### src/rtl/mux8way_rr_gather_pkg.sv
// Shared constants and state encoding for the 8-way round-robin gather.
// Imported by the picker and the top.
package mux8way_rr_gather_pkg;

    localparam int NUM_SRC = 8;
    localparam int SEL_W   = 3;

    typedef enum logic {
        ST_ARB  = 1'b0,
        ST_LOCK = 1'b1
    } state_t;

endpackage

### src/rtl/mux8way_rr_gather_rr_pick8.sv
// Combinational round-robin pick: first set request at or after ptr,
// wrapping through 7 back to 0.
module rr_pick8
    import mux8way_rr_gather_pkg::*;
(
    input  logic [NUM_SRC-1:0] req,
    input  logic [SEL_W-1:0]   ptr,
    output logic [NUM_SRC-1:0] grant,
    output logic [SEL_W-1:0]   gidx,
    output logic               any
);

    logic [SEL_W-1:0] idx;

    // Scan from ptr upward modulo 8; keep the first hit.
    always_comb begin
        gidx = '0;
        any  = 1'b0;
        idx  = '0;
        for (int k = 0; k < NUM_SRC; k++) begin
            idx = ptr + k[SEL_W-1:0];
            if (!any && req[idx]) begin
                any  = 1'b1;
                gidx = idx;
            end
        end
        grant = any ? (8'b1 << gidx) : '0;
    end

endmodule

### src/rtl/mux8way_rr_gather.sv
// Gathers eight valid/ready sources into one registered sink stream,
// tagging each beat with its source index; optional packet lock.
module mux8way_rr_gather
    import mux8way_rr_gather_pkg::*;
#(
    parameter int WIDTH    = 8,
    parameter int PKT_MODE = 0
) (
    input  logic                   clock,
    input  logic                   reset,
    input  logic [7:0]             in_valid,
    input  logic [8*WIDTH-1:0]     in_data,
    input  logic [7:0]             in_last,
    output logic [7:0]             in_ready,
    output logic                   out_valid,
    output logic [WIDTH-1:0]       out_data,
    output logic                   out_last,
    output logic [2:0]             out_sel,
    input  logic                   out_ready
);

    state_t           state_q, state_d;
    logic [SEL_W-1:0] ptr_q, ptr_d;
    logic [SEL_W-1:0] lock_q, lock_d;

    logic [7:0]       req;
    logic [7:0]       grant;
    logic [SEL_W-1:0] gidx;
    logic             any;
    logic             load;
    logic             xfer;
    logic [WIDTH-1:0] beat_data;
    logic             beat_last;

    // While locked, only the packet owner may compete.
    always_comb begin
        req = in_valid;
        if (state_q == ST_LOCK) begin
            req = in_valid & (8'b1 << lock_q);
        end
    end

    rr_pick8 u_pick (
        .req   (req),
        .ptr   (ptr_q),
        .grant (grant),
        .gidx  (gidx),
        .any   (any)
    );

    assign load     = !out_valid || out_ready;
    assign xfer     = load && any && !reset;
    assign in_ready = xfer ? grant : 8'h00;

    // Select the granted source's data and last flag.
    always_comb begin
        beat_data = '0;
        beat_last = 1'b0;
        for (int i = 0; i < NUM_SRC; i++) begin
            if (gidx == i[SEL_W-1:0]) begin
                beat_data = in_data[i*WIDTH +: WIDTH];
                beat_last = in_last[i];
            end
        end
    end

    // Next pointer, lock owner and state; lock only exists in packet mode.
    always_comb begin
        state_d = state_q;
        ptr_d   = ptr_q;
        lock_d  = lock_q;
        if (xfer) begin
            if (state_q == ST_ARB || beat_last) begin
                ptr_d = gidx + 3'd1;
            end
            if (PKT_MODE != 0) begin
                unique case (state_q)
                    ST_ARB: begin
                        if (!beat_last) begin
                            state_d = ST_LOCK;
                            lock_d  = gidx;
                        end
                    end
                    ST_LOCK: begin
                        if (beat_last) begin
                            state_d = ST_ARB;
                        end
                    end
                    default: state_d = ST_ARB;
                endcase
            end
        end
    end

    // Arbiter state registers.
    always_ff @(posedge clock or posedge reset) begin
        if (reset) begin
            state_q <= ST_ARB;
            ptr_q   <= '0;
            lock_q  <= '0;
        end else begin
            state_q <= state_d;
            ptr_q   <= ptr_d;
            lock_q  <= lock_d;
        end
    end

    // Output stage: refill or drain whenever the sink side allows it.
    always_ff @(posedge clock or posedge reset) begin
        if (reset) begin
            out_valid <= 1'b0;
            out_data  <= '0;
            out_last  <= 1'b0;
            out_sel   <= '0;
        end else if (load) begin
            out_valid <= xfer;
            if (xfer) begin
                out_data <= beat_data;
                out_last <= beat_last;
                out_sel  <= gidx;
            end
        end
    end

endmodule

### config.mk
export PLATFORM = sky130hd
export DESIGN_NAME = mux8way_rr_gather
export DESIGN_NICKNAME = d
export VERILOG_FILES = /design/src/rtl/mux8way_rr_gather_pkg.sv /design/src/rtl/mux8way_rr_gather_rr_pick8.sv /design/src/rtl/mux8way_rr_gather.sv
export SDC_FILE = /design/constraint.sdc
export NUM_CORES = 1
export LEC_CHECK = 0
export CORE_MARGIN = 10
export CORE_UTILIZATION = 46
export DETAILED_ROUTE_END_ITERATION = 10
export PLACE_DENSITY = 0.85
export SKIP_CTS_REPAIR_TIMING = 1
export SLEW_MARGIN = 5
export SYNTH_ARGS = -nofsm -noshare
export SYNTH_HDL_FRONTEND = slang
export SYNTH_HIERARCHICAL = 1
export SYNTH_SLANG_ARGS = --single-unit
### constraint.sdc
create_clock -name clock -period 8 [get_ports clock]
set_input_delay 1.2 -clock clock [delete_from_list [all_inputs] [get_ports clock]]
set_output_delay 1.2 -clock clock [all_outputs]
set_load 0.02 [all_outputs]
==> impl_results.rst <==
.. list-table::
   :header-rows: 1

   * - Metric
     - Value
   * - Outcome
     - finished clean
   * - Yosys top cell area share
     - 0.172
   * - Core Area
     - ~4800 sq um
   * - Syn nets
     - around 370
   * - Die boundary width
     - between 90 and 100 microns
   * - CTS root buf
     - sky130_fd_sc_hd__clkbuf_8
   * - Htree depth
     - 1
   * - Count of buffers inserted at the top-level ports
     - 103
   * - Combinational power share
     - 0.867
   * - Leading cell types by count after synthesis
     - sky130_fd_sc_hd__nand2_1 (37), sky130_fd_sc_hd__o21ai_0 (23), sky130_fd_sc_hd__inv_1 (17), sky130_fd_sc_hd__dfrtp_1 (16), sky130_fd_sc_hd__a21oi_1 (14)
   * - Slew HR
     - 0.335
   * - Clk_lat worst skew
     - 0.26 ns
   * - Internal Pwr Total
     - roughly 850 uW
   * - Global-route met1 utilization
     - 0.230
   * - Relative contribution of sequential cells to total power
     - 0.092
   * - Global-route usage over all layers
     - 0.192
   * - I/O pin total
     - ~100
   * - Post-Syn Area
     - approximately 2300 sq um
   * - Maximum buffer depth of the clock tree
     - 2
   * - Hold-critical path depth
     - 2
   * - Post-route clock skew
     - roughly 0.0073 ns
   * - Number of warnings printed during yosys synthesis
     - 6
   * - Area growth from synthesis to final layout
     - 45.4%
   * - CTS tree
     - done
   * - Post-route setup TNS
     - 0 ns
   * - Number of vias in the routed layout
     - around 2600
   * - FF/Latch Area
     - between 400 and 500 sq um
   * - Placed wire-length estimate
     - ~6900 microns
   * - Vias/cell
     - 5.90
   * - Number of synthesized register bits
     - 16
   * - Length in cells of the worst reg-to-reg path
     - 14
   * - Maximum number of pins on one net before global-route repair
     - 35
   * - P per Cell Area
     - approximately 550 nW/um^2
   * - Sequential element share of the synthesized area
     - 0.172
   * - Most instantiated library cell after synthesis
     - sky130_fd_sc_hd__nand2_1
   * - Critical path startpoint category
     - flop
   * - Minimum clock period
     - a little under 6 ns
   * - Max-capacitance violation count
     - 0
   * - Achievable frequency
     - between 150 and 200 MHz
   * - Starting density of the core
     - 0.483
   * - Worst-path maximum fanout
     - 12
   * - Global-route wire length before repair
     - 13400 microns
   * - Critical Path RT
     - 6.80 ns
   * - GR Util met2
     - 0.325
   * - Multi-input combinational cell area
     - 1740 sq um
   * - Overall routed net length
     - between 8000 and 9000 microns
   * - Smallest hold slack
     - roughly 0.49 ns
   * - Period utilisation layout
     - 0.733
   * - Antenna diode count
     - 0
   * - Final hold vios
     - 0
   * - Starting DRT DRC Count
     - 117
   * - Met3 track utilization from global routing
     - 0.0609
   * - Classification of the worst-slack hold path
     - flop to flop
   * - DIE HEIGHT
     - between 90 and 100 microns
   * - NetSw
     - roughly 1.0 mW
   * - Average cell area after synthesis
     - 8.23 sq um
   * - IR Drop Worst-Case VDD
     - around 0.37 mV
   * - Inserted Clock Buffers
     - 3
   * - Endpoint arrival time on the critical path
     - roughly 4.7 ns
   * - Overall die area
     - approximately 8300 sq um
   * - Global placer's final weighted congestion
     - between 0.9 and 1
   * - Final Power
     - 1.88 mW
   * - Post-synthesis cell type with the largest combined area
     - sky130_fd_sc_hd__dfrtp_1
   * - Switching fraction of total power
     - 0.548
   * - Net count, final
     - 465
   * - Number of global-route vias before repair
     - approximately 2600
   * - Total gr overflow
     - 0
   * - CTS clock-pin slew for the worst setup and hold paths
     - ~0.08 ns
   * - Fillers
     - 417
   * - Transition at the pin with the smallest max-transition slack
     - 0.998 ns
   * - # placed instances
     - 436
   * - Layer with the highest usage after global routing
     - met2
   * - RSZ-0062 raised after global routing
     - no
   * - Final routed wire length divided by cell count
     - ~19 microns
   * - EDFF count, synth
     - 0
   * - Max-slew violation count
     - 0
   * - Count of mapped cells out of synthesis
     - 283
   * - Number of iterations in the first detailed-routing pass
     - 4
   * - Final setup violating endpoints
     - 0
   * - Type of the worst setup path
     - flop to output pin
   * - Ratio of cells with drive above 1 in the final layout
     - 0.0912
   * - Finished Layout Cells
     - 440
   * - Crit. End Element
     - output pin
   * - Clk pwr share
     - 0.042
   * - Count of cell types in the netlist
     - 54
   * - Cell row count
     - 25
   * - Async set-reset flop share out of synthesis
     - 1.00
   * - Number of antenna violations at the first check in global routing
     - 0
   * - Clock sink count
     - 16
   * - Leak Pwr
     - about 1.3 nW
   * - Remaining antenna violation count
     - 0
   * - Synth area leaders
     - sky130_fd_sc_hd__dfrtp_1 (17%), sky130_fd_sc_hd__mux4_2 (7.7%), sky130_fd_sc_hd__nand2_1 (6.0%)
   * - Flip-flop cell with the highest count after synthesis
     - sky130_fd_sc_hd__dfrtp_1
   * - # DRC
     - 0
==> power groups by stage <==
stage | clock, mW | sequential (mW) | combinational, mW
3_3_place_gp | 0 | 0.171 | 1.58
2_1_floorplan | 0 | 0.182 | 1.24
6_report | 0.0780 | 0.172 | 1.63
4_1_cts | 0.0778 | 0.172 | 1.62
5_1_grt | 0.0820 | 0.180 | 1.79
3_5_place_dp | 0 | 0.174 | 1.61
==> per-layer routing <==
layer	share of wire	wire length, microns
met4	0.012	104
met5	0	0
met2	0.50	4230
met3	0.084	703
met1	0.40	3340
==> state kept, by name, summed over array words and instances (netlist names) <==
name,cells
out_data,8
out_sel,3
ptr_q,3
out_last,1
out_valid,1
==> stage by stage <==
stage,cell area [sq um],util,setup slack [ns]
floorplan,2330,-,3.65
global placement,3330,0.691,2.38
detailed placement,3330,0.691,2.29
CTS,3390,0.703,2.14
global route,3390,0.703,1.78
finish,3390,0.703,2.14
==> final timing paths <==
kind                            start          end  slack, ns
setup / recovery             ptr_q[0]  in_ready[4]       2.14
hold reg to reg            out_sel[1]   out_sel[1]       0.49
max in group asynchronous       reset  out_data[0]       6.19
min in group asynchronous       reset    out_valid       1.36
hold / removal             out_sel[1]   out_sel[1]       0.49
setup reg to reg             ptr_q[0]     out_last       2.46
==> worst max-delay path, stage by stage, from the launching register on <==
cell and delay (ns):
sky130_fd_sc_hd__dfrtp_1 0.67, sky130_fd_sc_hd__inv_1 0.27, sky130_fd_sc_hd__ha_1 0.59, sky130_fd_sc_hd__mux4_2 0.64, sky130_fd_sc_hd__mux2i_4 0.24, sky130_fd_sc_hd__nand4_2 0.21, sky130_fd_sc_hd__o32ai_2 0.53, sky130_fd_sc_hd__buf_4 0.28
sky130_fd_sc_hd__nor3b_1 0.18, sky130_fd_sc_hd__and2_1 0.15, sky130_fd_sc_hd__clkdlybuf4s50_1 0.62
==> cell families after synthesis <==
kind of cell,Yosys count,synth area share
adder cells (fa/ha/maj),8,0.0430
buffers and inverters,37,0.0822
XOR/XNOR,3,0.0145
AO/OA/AOI/OAI,94,0.293
flip-flops,16,0.172
multiplexers,26,0.170
AND/OR/NAND/NOR,99,0.226
==> cells in the final DEF, fill, tap and decap left out, types with 7 or more instances in the layout <==
| cell type | count |
|---|---|
| sky130_fd_sc_hd__ha_1 | 8 |
| sky130_fd_sc_hd__o21ai_0 | 23 |
| sky130_fd_sc_hd__mux2_2 | 7 |
| sky130_fd_sc_hd__clkdlybuf4s50_1 | 103 |
| sky130_fd_sc_hd__mux4_2 | 8 |
| sky130_fd_sc_hd__and2_1 | 10 |
| sky130_fd_sc_hd__a221o_1 | 8 |
| sky130_fd_sc_hd__nand2_1 | 37 |
| sky130_fd_sc_hd__dfrtp_1 | 16 |
| sky130_fd_sc_hd__a21oi_1 | 14 |
| sky130_fd_sc_hd__nor2b_1 | 7 |
| sky130_fd_sc_hd__o211ai_1 | 11 |
| sky130_fd_sc_hd__nor3b_1 | 8 |
| sky130_fd_sc_hd__a32oi_1 | 8 |
| sky130_fd_sc_hd__nor2_1 | 11 |
| sky130_fd_sc_hd__mux2i_1 | 8 |
| sky130_fd_sc_hd__inv_1 | 17 |
==> layout make-up <==
type	count	area share
Sequential cell	16	0.118
Timing Repair Buffer	104	0.307
Multi-Input combinational cell	230	0.513
Tap cell	67	0.0248
Inverter	19	0.0211
Clock buffer	4	0.0163
(Power assumes the default switching activity.)
